$ cat config.mk
export PLATFORM = sky130hd
export DESIGN_NAME = spi_flash_fetch_flat
export DESIGN_NICKNAME = d
export VERILOG_FILES = /design/src/rtl/spi_flash_fetch_if.sv /design/src/rtl/spi_flash_fetch.sv /design/src/flat_wrapper.sv
export SDC_FILE = /design/constraint.sdc
export NUM_CORES = 1
export LEC_CHECK = 0
export BUFFER_PORTS_ARGS = -buffer_cell sky130_fd_sc_hd__buf_4
export CORE_MARGIN = 3
export CORE_UTILIZATION = 45
export DETAILED_ROUTE_END_ITERATION = 6
export PLACE_DENSITY = 0.67
export SYNTH_ARGS = -nofsm -noshare
export SYNTH_HDL_FRONTEND = slang
export SYNTH_SLANG_ARGS = --single-unit
export TNS_END_PERCENT = 50
$ cat constraint.sdc
create_clock -name clk -period 4.7 [get_ports clk]
set_input_delay 0.47 -clock clk [delete_from_list [all_inputs] [get_ports clk]]
set_output_delay 0.47 -clock clk [all_outputs]
set_load 0.01 [all_outputs]
$ cat src/rtl/spi_flash_fetch_if.sv
// -----------------------------------------------------------------------------
// spi_flash_fetch_if
//   Word-fetch request/response bundle between a requester (DMA / instruction
//   register path) and the SPI flash fetch engine.
//
//   rd_req    requester -> engine  request strobe, taken when rd_req && !rd_busy
//   rd_addr   requester -> engine  24-bit byte address (bits [1:0] ignored)
//   rd_busy   engine -> requester  transaction in progress / request not taken
//   rd_valid  engine -> requester  one-cycle pulse, rd_data holds a new word
//   rd_data   engine -> requester  fetched 32-bit word, held until next rd_valid
//
//   master : requester side
//   slave  : fetch engine side
// -----------------------------------------------------------------------------
interface spi_flash_fetch_if;
  logic        rd_req;
  logic [23:0] rd_addr;
  logic        rd_busy;
  logic        rd_valid;
  logic [31:0] rd_data;

  modport master (
    output rd_req,
    output rd_addr,
    input  rd_busy,
    input  rd_valid,
    input  rd_data
  );

  modport slave (
    input  rd_req,
    input  rd_addr,
    output rd_busy,
    output rd_valid,
    output rd_data
  );
endinterface

$ cat src/rtl/spi_flash_fetch.sv
// -----------------------------------------------------------------------------
// spi_flash_fetch
//   Reads one 32-bit little-endian word from an external SPI NOR flash per
//   request (SPI mode 0, MSB first) and returns it over a busy/valid handshake.
//   Frame: CMD(8) -> ADDR(24) -> [DUMMY(8)] -> DATA(32), then chip select is
//   held high for CS_IDLE cycles before the next frame can start.
//
//   Build option: define FLASH_FAST_READ_EN to use FAST READ (0x0B) with
//   8 dummy SCK cycles; otherwise plain READ (0x03) without dummy cycles.
//
// Parameters
//   CLK_DIV    clk cycles per SCK half-period (>=1)
//   ADDR_BASE  byte offset added (mod 2^24) to the request address
//   CS_IDLE    clk cycles flash_cs is high between back-to-back frames (>=1)
//
// Ports
//   clk         system clock, everything on posedge
//   resetn      synchronous active-low reset
//   rd          request/response bundle (slave modport)
//   flash_clk   SPI SCK, idles low
//   flash_cs    SPI chip select, active low
//   flash_mosi  SPI data to flash
//   flash_miso  SPI data from flash
// -----------------------------------------------------------------------------
module spi_flash_fetch #(
  parameter int          CLK_DIV   = 2,
  parameter logic [23:0] ADDR_BASE = 24'h0,
  parameter int          CS_IDLE   = 2
) (
  input  logic                    clk,
  input  logic                    resetn,
  spi_flash_fetch_if.slave        rd,
  output logic                    flash_clk,
  output logic                    flash_cs,
  output logic                    flash_mosi,
  input  logic                    flash_miso
);

`ifdef FLASH_FAST_READ_EN
  localparam logic [7:0] CMD = 8'h0B;
`else
  localparam logic [7:0] CMD = 8'h03;
`endif

  localparam int              DIV_W    = (CLK_DIV > 1) ? $clog2(CLK_DIV) : 1;
  localparam logic [DIV_W-1:0] DIV_LAST = DIV_W'(CLK_DIV - 1);
  localparam int              GAP_W    = $clog2(CS_IDLE + 1);

  typedef enum logic [2:0] {
    S_IDLE,
    S_CMD,
    S_ADDR,
    S_DUMMY,
    S_DATA,
    S_FINISH,
    S_GAP
  } state_t;

  state_t             state_q;
  logic               busy_q;
  logic               valid_q;
  logic [31:0]        data_q;
  logic               cs_q;
  logic               sck_q;
  logic               mosi_q;
  logic [DIV_W-1:0]   div_q;
  logic [4:0]         bit_q;
  logic [GAP_W-1:0]   gap_q;
  logic [31:0]        tx_q;
  logic [31:0]        rx_q;
  logic [23:0]        addr_d;

  // Bytes arrive first-byte-first, each MSB first, so after 32 shifts byte 0
  // sits in the top of the shift register; it belongs in the LSB of the word.
  function automatic logic [31:0] swap_bytes(input logic [31:0] w);
    return {w[7:0], w[15:8], w[23:16], w[31:24]};
  endfunction

  // Word-aligned, offset address; the 24-bit add wraps naturally.
  assign addr_d = ADDR_BASE + (rd.rd_addr & 24'hFFFFFC);

  always_ff @(posedge clk) begin
    if (!resetn) begin
      state_q <= S_IDLE;
      busy_q  <= 1'b0;
      valid_q <= 1'b0;
      data_q  <= '0;
      cs_q    <= 1'b1;
      sck_q   <= 1'b0;
      mosi_q  <= 1'b0;
      div_q   <= '0;
      bit_q   <= '0;
      gap_q   <= '0;
    end else begin
      valid_q <= 1'b0;
      case (state_q)
        S_IDLE: begin
          if (rd.rd_req) begin
            busy_q  <= 1'b1;
            cs_q    <= 1'b0;
            sck_q   <= 1'b0;
            mosi_q  <= CMD[7];
            // Remaining command bits followed by the address, MSB first.
            tx_q    <= {CMD[6:0], addr_d, 1'b0};
            div_q   <= '0;
            bit_q   <= '0;
            state_q <= S_CMD;
          end
        end

        S_CMD, S_ADDR, S_DUMMY, S_DATA: begin
          if (div_q == DIV_LAST) begin
            div_q <= '0;
            if (!sck_q) begin
              // Rising edge: flash data is stable here.
              sck_q <= 1'b1;
              if (state_q == S_DATA) begin
                rx_q <= {rx_q[30:0], flash_miso};
              end
            end else begin
              // Falling edge: bit finished, present the next MOSI bit.
              sck_q <= 1'b0;
              bit_q <= bit_q + 5'd1;
              if (state_q == S_CMD || (state_q == S_ADDR && bit_q != 5'd23)) begin
                mosi_q <= tx_q[31];
                tx_q   <= {tx_q[30:0], 1'b0};
              end else begin
                mosi_q <= 1'b0;
              end
              case (state_q)
                S_CMD: begin
                  if (bit_q == 5'd7) begin
                    bit_q   <= '0;
                    state_q <= S_ADDR;
                  end
                end
                S_ADDR: begin
                  if (bit_q == 5'd23) begin
                    bit_q   <= '0;
`ifdef FLASH_FAST_READ_EN
                    state_q <= S_DUMMY;
`else
                    state_q <= S_DATA;
`endif
                  end
                end
                S_DUMMY: begin
                  if (bit_q == 5'd7) begin
                    bit_q   <= '0;
                    state_q <= S_DATA;
                  end
                end
                S_DATA: begin
                  if (bit_q == 5'd31) begin
                    bit_q   <= '0;
                    state_q <= S_FINISH;
                  end
                end
                default: ;
              endcase
            end
          end else begin
            div_q <= div_q + DIV_W'(1);
          end
        end

        S_FINISH: begin
          cs_q    <= 1'b1;
          sck_q   <= 1'b0;
          mosi_q  <= 1'b0;
          valid_q <= 1'b1;
          data_q  <= swap_bytes(rx_q);
          // The completion cycle already counts as a chip-select-high cycle,
          // and so does the idle cycle in which the next request is taken.
          if (CS_IDLE <= 1) begin
            busy_q  <= 1'b0;
            state_q <= S_IDLE;
          end else begin
            gap_q   <= GAP_W'(CS_IDLE - 2);
            state_q <= S_GAP;
          end
        end

        S_GAP: begin
          if (gap_q == '0) begin
            busy_q  <= 1'b0;
            state_q <= S_IDLE;
          end else begin
            gap_q <= gap_q - GAP_W'(1);
          end
        end

        default: begin
          state_q <= S_IDLE;
          busy_q  <= 1'b0;
          cs_q    <= 1'b1;
          sck_q   <= 1'b0;
          mosi_q  <= 1'b0;
        end
      endcase
    end
  end

  assign rd.rd_busy  = busy_q;
  assign rd.rd_valid = valid_q;
  assign rd.rd_data  = data_q;
  assign flash_clk   = sck_q;
  assign flash_cs    = cs_q;
  assign flash_mosi  = mosi_q;

endmodule
$ cat src/flat_wrapper.sv
// flat-port wrapper written by rule: the top's interface ports become plain ports
module spi_flash_fetch_flat 
#(
  parameter int          CLK_DIV   = 2,
  parameter logic [23:0] ADDR_BASE = 24'h0,
  parameter int          CS_IDLE   = 2
)
  (clk, resetn, flash_clk, flash_cs, flash_mosi, flash_miso, rd_rd_req, rd_rd_addr, rd_rd_busy, rd_rd_valid, rd_rd_data);
  spi_flash_fetch_if rd_i ();
  input  logic clk;
  input  logic resetn;
  output logic flash_clk;
  output logic flash_cs;
  output logic flash_mosi;
  input  logic flash_miso;
  input wire logic [$bits(rd_i.rd_req)-1:0] rd_rd_req;
  input wire logic [$bits(rd_i.rd_addr)-1:0] rd_rd_addr;
  output wire logic [$bits(rd_i.rd_busy)-1:0] rd_rd_busy;
  output wire logic [$bits(rd_i.rd_valid)-1:0] rd_rd_valid;
  output wire logic [$bits(rd_i.rd_data)-1:0] rd_rd_data;
  assign rd_i.rd_req = rd_rd_req;
  assign rd_i.rd_addr = rd_rd_addr;
  assign rd_rd_busy = rd_i.rd_busy;
  assign rd_rd_valid = rd_i.rd_valid;
  assign rd_rd_data = rd_i.rd_data;
  spi_flash_fetch #(.CLK_DIV(CLK_DIV), .ADDR_BASE(ADDR_BASE), .CS_IDLE(CS_IDLE)) u_core (.clk(clk), .resetn(resetn), .rd(rd_i), .flash_clk(flash_clk), .flash_cs(flash_cs), .flash_mosi(flash_mosi), .flash_miso(flash_miso));
endmodule
# --- After elaboration in Yosys (flattened, before gate mapping) ---
# Cells that the tools add are included.
totals:
  regBits: 112
  output_inout_bits: 37
  wordCells: 100
op_classes:
  addsub: 3
  eq_ne: 21
  muxes: 40
  n_bitwise: 4
  reduce_logical: 20
ops:
  columns: ["op", "count"]
  rows:
  - ["32-bit 2-to-1 mux", 4]
  - ["32-bit case mux with 2 select lines", 1]
  - ["5-bit 2-to-1 mux", 6]
  - ["3-bit 2-to-1 mux", 8]
  - ["3-bit case mux with 4 select lines", 2]
  - ["5-bit case mux with 3 select lines", 1]
  - ["5-bit == test (second input constant)", 2]
  - ["1-bit 2-to-1 mux", 10]
  - ["5-bit case mux with 2 select lines", 1]
  - ["5-bit OR reduction", 2]
  - ["3-bit == test (second input constant)", 3]
  - ["3-bit != test (second input constant)", 3]
  - ["1-bit case mux with 3 select lines", 3]
  - ["9-bit AND reduction", 1]
  - ["2-bit by 1-bit != test with 1-bit output (second input constant)", 4]
  - ["4-bit AND reduction", 2]
  - ["3-bit by 2-bit == test with 1-bit output (second input constant)", 2]
  - ["2-bit AND reduction", 3]
  - ["3-bit AND reduction", 2]
  - ["6-bit AND reduction", 1]
  - ["5-bit by 1-bit adder with 5-bit output (second input constant)", 1]
  - ["5-bit by 3-bit == test with 1-bit output (second input constant)", 1]
  - ["5-bit by 1-bit != test with 1-bit output (second input constant)", 1]
  - ["5-bit != test (second input constant)", 1]
  - ["other kinds (17)", 23]

# --- Logic depth before layout (Yosys ltp) ---
depth:
  ltp_word: 7
  mapped_depth: 8

# --- Least setup slack after synthesis ---
# Ideal clock, no wire load.
synth_path:
  path_type: "input -> register"
  start: "input resetn"
  end: "register u_core.rx_q[0], enable pin"
  arrival_time_ps: 4365
  t_required_ps: 4187
  setup_slack_ps: -178
  cell_stages: 3
  path_buffers: 1
  cell_sequence: "clkbuf_1 > clkinv_1 > nor4b_1"
synth_between:
  elab_chain_cells: 1
synth_lines:
  columns: ["element", "line", "source"]
  rows:
  - ["from (decl)", "flat_wrapper.sv:11", "input logic resetn;"]
  - ["5-bit AND reduction (no source line)", null, null]
  - ["to (signal assigned)", "spi_flash_fetch.sv:118", "rx_q <= {rx_q[30:0], flash_miso};"]
  - ["to (decl)", "spi_flash_fetch.sv:70", "logic [31:0] rx_q;"]
# Every way passes these cells.
# A chain may end at the register's enable or synchronous reset.

# --- Final worst setup path ---
layout_path:
  start: "register u_core.state_q[2]"
  end: "register u_core.tx_q[20], enable pin"
layout_between:
  elab_chain_cells: 5
  elab_cells_between_ends: 14
  classes_between: "eq/ne (8); reduce/logical (6)"
layout_lines:
  columns: ["element", "line", "source"]
  rows:
  - ["from (decl)", "spi_flash_fetch.sv:59", "state_t state_q;"]
  - ["from (signal assigned)", "spi_flash_fetch.sv:84", "state_q <= S_IDLE;"]
  - ["from (signal assigned)", "spi_flash_fetch.sv:107", "state_q <= S_CMD;"]
  - ["from (signal assigned)", "spi_flash_fetch.sv:134", "state_q <= S_ADDR;"]
  - ["3-bit by 2-bit == test with 1-bit output", "spi_flash_fetch.sv:96, spi_flash_fetch.sv:124", null]
  - ["1-bit logical AND", "spi_flash_fetch.sv:124", "if (state_q == S_CMD || (state_q == S_ADDR && bit_q != 5'd23)) begin"]
  - ["1-bit logical OR", "spi_flash_fetch.sv:124", null]
  - ["2-bit by 1-bit != test with 1-bit output (no source line)", null, null]
  - ["6-bit AND reduction (no source line) *", null, null]
  - ["to (signal assigned)", "spi_flash_fetch.sv:104", "tx_q <= {CMD[6:0], addr_d, 1'b0};"]
  - ["to (signal assigned)", "spi_flash_fetch.sv:126", "tx_q <= {tx_q[30:0], 1'b0};"]
  - ["to (decl)", "spi_flash_fetch.sv:69", "logic [31:0] tx_q;"]
# Every way passes the cells marked *; elsewhere a longest branch is shown, timed or not.

==> results.py <==
metrics = {
    "detailed_routing": {
        "remaining_design_rule_violation_count": 0,
        "totalWireLength_um": 7608,
        "detailedRoute.firstPassIterationCount": 4,
        "dr_wl_met2_um": 3580,
        "routed-wl-met3_um": 374,
        "detail_route.wirelength.met1_um": 3623,
        "via_per_inst": 5.283,
        "wire_per_inst_um": 14.46,
        "drt_iter0_markers": 145,
        "detailroute.via_count": 2779,
        "antenna_violating_nets_post_route": 0,
        "top_layer_used": "met4",
    },
    "setup_path": {
        "critical_path.max_fanout": 29,
        "startpoint_type": "flip-flop",
        "endpoint_kind": "flip-flop",
        "critPathSlowestCell": "sky130_fd_sc_hd__o211a_1",
        "cp.arrival_ns": 2.72,
        "cpLargestDelayFamily": "compound AO/OA/AOI/OAI gates",
        "path_cells": "o21ai_2 > a31oi_1 > o211a_1",
        "critPathRequiredTime_ns": 4.67,
        "timing.critical_path.slowest_cell_delay_ns": 0.95,
        "critPathBufInv": 0,
        "setup.worst_path.class": "reg -> reg",
    },
    "floorplan": {
        "chipHeight_um": 102.6,
        "core_area_um2": 8891,
        "initial_cell_density_of_the_core": 0.4719,
        "ioPinCount": 65,
        "floorplan.rows": 34,
        "design.die.area_um2": 10520,
        "floorplan.die.width_um": 102.6,
    },
    "power": {
        "power_frac_seq": 0.559,
        "finalPower_uw": 2188,
        "power.density_cell_area_nw_per_um2": 443.8,
        "power.clock.fraction": 0.243,
        "total_internal_power_uw": 1569,
        "static-leakage-power_uw": 0.001777,
        "swShare": 0.2828,
        "power_switching_uw": 618.7,
        "power.combinational.fraction": 0.198,
        "worst_ir_drop_vdd_mv": 0.2558,
    },
    "yosys": {
        "async_set_or_reset_register_ratio_after_synthesis": 0,
        "ys_warn_count": 0,
        "post_synth_inst_count": 358,
        "syn_area_per_cell_um2": 11.72,
        "synth_cell_type_count": 44,
        "syn-num-nets": 389,
        "syn-cell-area_um2": 4195,
        "netlist.area_leader.share": 0.4366,
        "synth_most_common_cell": "sky130_fd_sc_hd__nand2_1",
        "synth_seq_area_share": 0.6657,
        "synthDominantAreaCellType": "sky130_fd_sc_hd__edfxtp_1",
        "number_of_synthesized_register_bits": 109,
        "synth_enable_flop_cells": 61,
        "netlist_top_cells_area": "sky130_fd_sc_hd__edfxtp_1 44%, sky130_fd_sc_hd__dfxtp_1 23%, sky130_fd_sc_hd__nand2_1 7.3%",
        "synth.top_cells.by_count": "82 x sky130_fd_sc_hd__nand2_1, 61 x sky130_fd_sc_hd__edfxtp_1, 48 x sky130_fd_sc_hd__dfxtp_1",
        "postSynth.topFlopCell": "sky130_fd_sc_hd__edfxtp_1",
    },
    "finish": {
        "fin_nets": 445,
        "antenna_cells_inserted": 0,
        "share_of_post_route_cells_with_drive_strength_above_1": 0.2392,
        "num-fill-cells": 773,
        "layout_cells_excl_fill": 526,
        "layout-area-overhead-vs-synth_pct": 17.51,
    },
    "global_routing": {
        "first_global_vias": 2607,
        "grtUsageTotal": 0.1526,
        "grt_antenna_before_repair": 0,
        "grt_first_pass_wirelength_um": 12500,
        "maximum_number_of_pins_on_one_net_before_global_route_repair": 36,
        "globalRoute.totalOverflow": 0,
    },
    "sta": {
        "worstMarginPinSlew_ns": 1.128,
        "period_needed_ns": 2.754,
        "final.setup_skew_ns": 0.01712,
        "slew_viol_final": 0,
        "max_slew_margin": 0.2465,
        "maximum_frequency_from_static_timing_analysis_ghz": 0.3631,
        "setup-violations-final": 0,
        "finalCritPeriodShare": 0.5860,
        "grt_setup_unrepaired": "false",
        "finalHoldViolCount": 0,
        "setup-tns-final_ns": 0,
    },
    "clock_tree": {
        "post-cts-setup-buffer-count": 0,
        "clock_tree.buffer_depth": 2,
        "clock_sinks": 109,
        "worst_skew_pair.late_latency_ns": 0.36,
        "path_clk_slew_ns": 0.10,
        "post_cts_sizing_count": 0,
        "cts_tree": "built",
        "cts_made_buffers": 9,
        "root_buffer": "sky130_fd_sc_hd__clkbuf_8",
        "clock_tree.htree_level_count": 3,
        "cts_hold_buffers": 0,
    },
    "place": {
        "dp_hpwl_um": 4865,
        "routabilityCongestion": 0.8342,
        "post-place-cells": 511,
        "portBuffers": 62,
    },
    "min_path": {
        "worst_hold_path_type": "in -> reg",
    },
    "status": {
        "status": "finished clean",
    },
    "job": {
        "cap_viol_max_count": 0,
    },
}
==> final cells by class <==
cell class,count,area [um^2],share of cell area
multi-input cells,224,1313,0.2662
flip-flops and latches,109,2793,0.5665
clock buffers,10,137.6,0.02792
clock inverters,5,45.04,0.009137
well taps,108,135.1,0.02741
repair buffers,65,488.0,0.09898
inverters,5,18.77,0.003807
==> power groups by stage <==
stage	Clock (uW)	Combinational (uW)	Sequential, uW
floorplan	0	354	1210
global placement	0	428	1240
detailed placement	0	439	1250
CTS	549	439	1220
global route	582	486	1240
finish	531	434	1220
==> cell usage in the layout (no fill, tap or decap), types with 2 or more instances in the layout <==
master and instances:
sky130_fd_sc_hd__a21boi_1 3, sky130_fd_sc_hd__a21oi_1 38, sky130_fd_sc_hd__a31oi_1 2, sky130_fd_sc_hd__and2_1 4, sky130_fd_sc_hd__and3_1 8, sky130_fd_sc_hd__buf_4 65, sky130_fd_sc_hd__clkbuf_8 10, sky130_fd_sc_hd__clkinv_4 2
sky130_fd_sc_hd__dfxtp_1 48, sky130_fd_sc_hd__edfxtp_1 61, sky130_fd_sc_hd__ha_1 3, sky130_fd_sc_hd__inv_1 4, sky130_fd_sc_hd__mux2_1 8, sky130_fd_sc_hd__mux2_2 14, sky130_fd_sc_hd__mux2i_1 2, sky130_fd_sc_hd__nand2_1 82
sky130_fd_sc_hd__nand2b_1 3, sky130_fd_sc_hd__nand3_1 11, sky130_fd_sc_hd__nand4_1 2, sky130_fd_sc_hd__nor2_1 9, sky130_fd_sc_hd__nor2b_1 3, sky130_fd_sc_hd__o21ai_0 11
==> state kept, by name, indices dropped and copies added, names as in the netlist <==
name	cells
u_core.gap_q	2
u_core.flash_clk	1
u_core.div_q	1
u_core.rd.rd_busy	1
u_core.rx_q	32
u_core.flash_cs	1
u_core.bit_q	5
u_core.tx_q	29
u_core.rd.rd_valid	1
u_core.flash_mosi	1
u_core.rd.rd_data	32
u_core.state_q	3
==> final timing paths <==
path,from,end,slack (ns),depth (start not counted)
setup reg to reg,u_core.state_q[2]$_SDFFE_PN0P_,u_core.tx_q[20]$_DFFE_PP_,1.95,3
setup / recovery,u_core.state_q[2]$_SDFFE_PN0P_,u_core.tx_q[20]$_DFFE_PP_,1.95,3
hold reg to reg,u_core.rx_q[14]$_DFFE_PP_,u_core.rx_q[15]$_DFFE_PP_,0.45,0
hold / removal,flash_miso,u_core.rx_q[0]$_DFFE_PP_,0.30,1
==> per-layer routing <==
metal,GRT usage,up-vias
met1,0.2166,1332
met3,0.03924,2
met5,0,-
li1,-,1387
met4,0.04238,0
met2,0.2344,58
==> per-stage QoR <==
stage               setup WS [ns]  hold slack [ns]  area (um^2)    util
floorplan                   1.409           0.4262         4202       -
global placement            1.994           0.4297         4747  0.5339
detailed placement          1.917           0.4340         4747  0.5339
CTS                         1.947           0.2736         4930  0.5545
global route                1.688           0.2675         4930  0.5545
finish                      1.946           0.2988         4930  0.5545
==> kinds of logic after synthesis <==
family                     after synthesis  synth area share
AOI/OAI and AO/OA                       66           0.09395
adders and majority gates                3          0.008948
buffers and inverters                   25           0.02505
DFF                                    109            0.6657
muxes                                   24           0.06382
and+or+nand+nor                        131            0.1426
(Power assumes the default switching activity.)
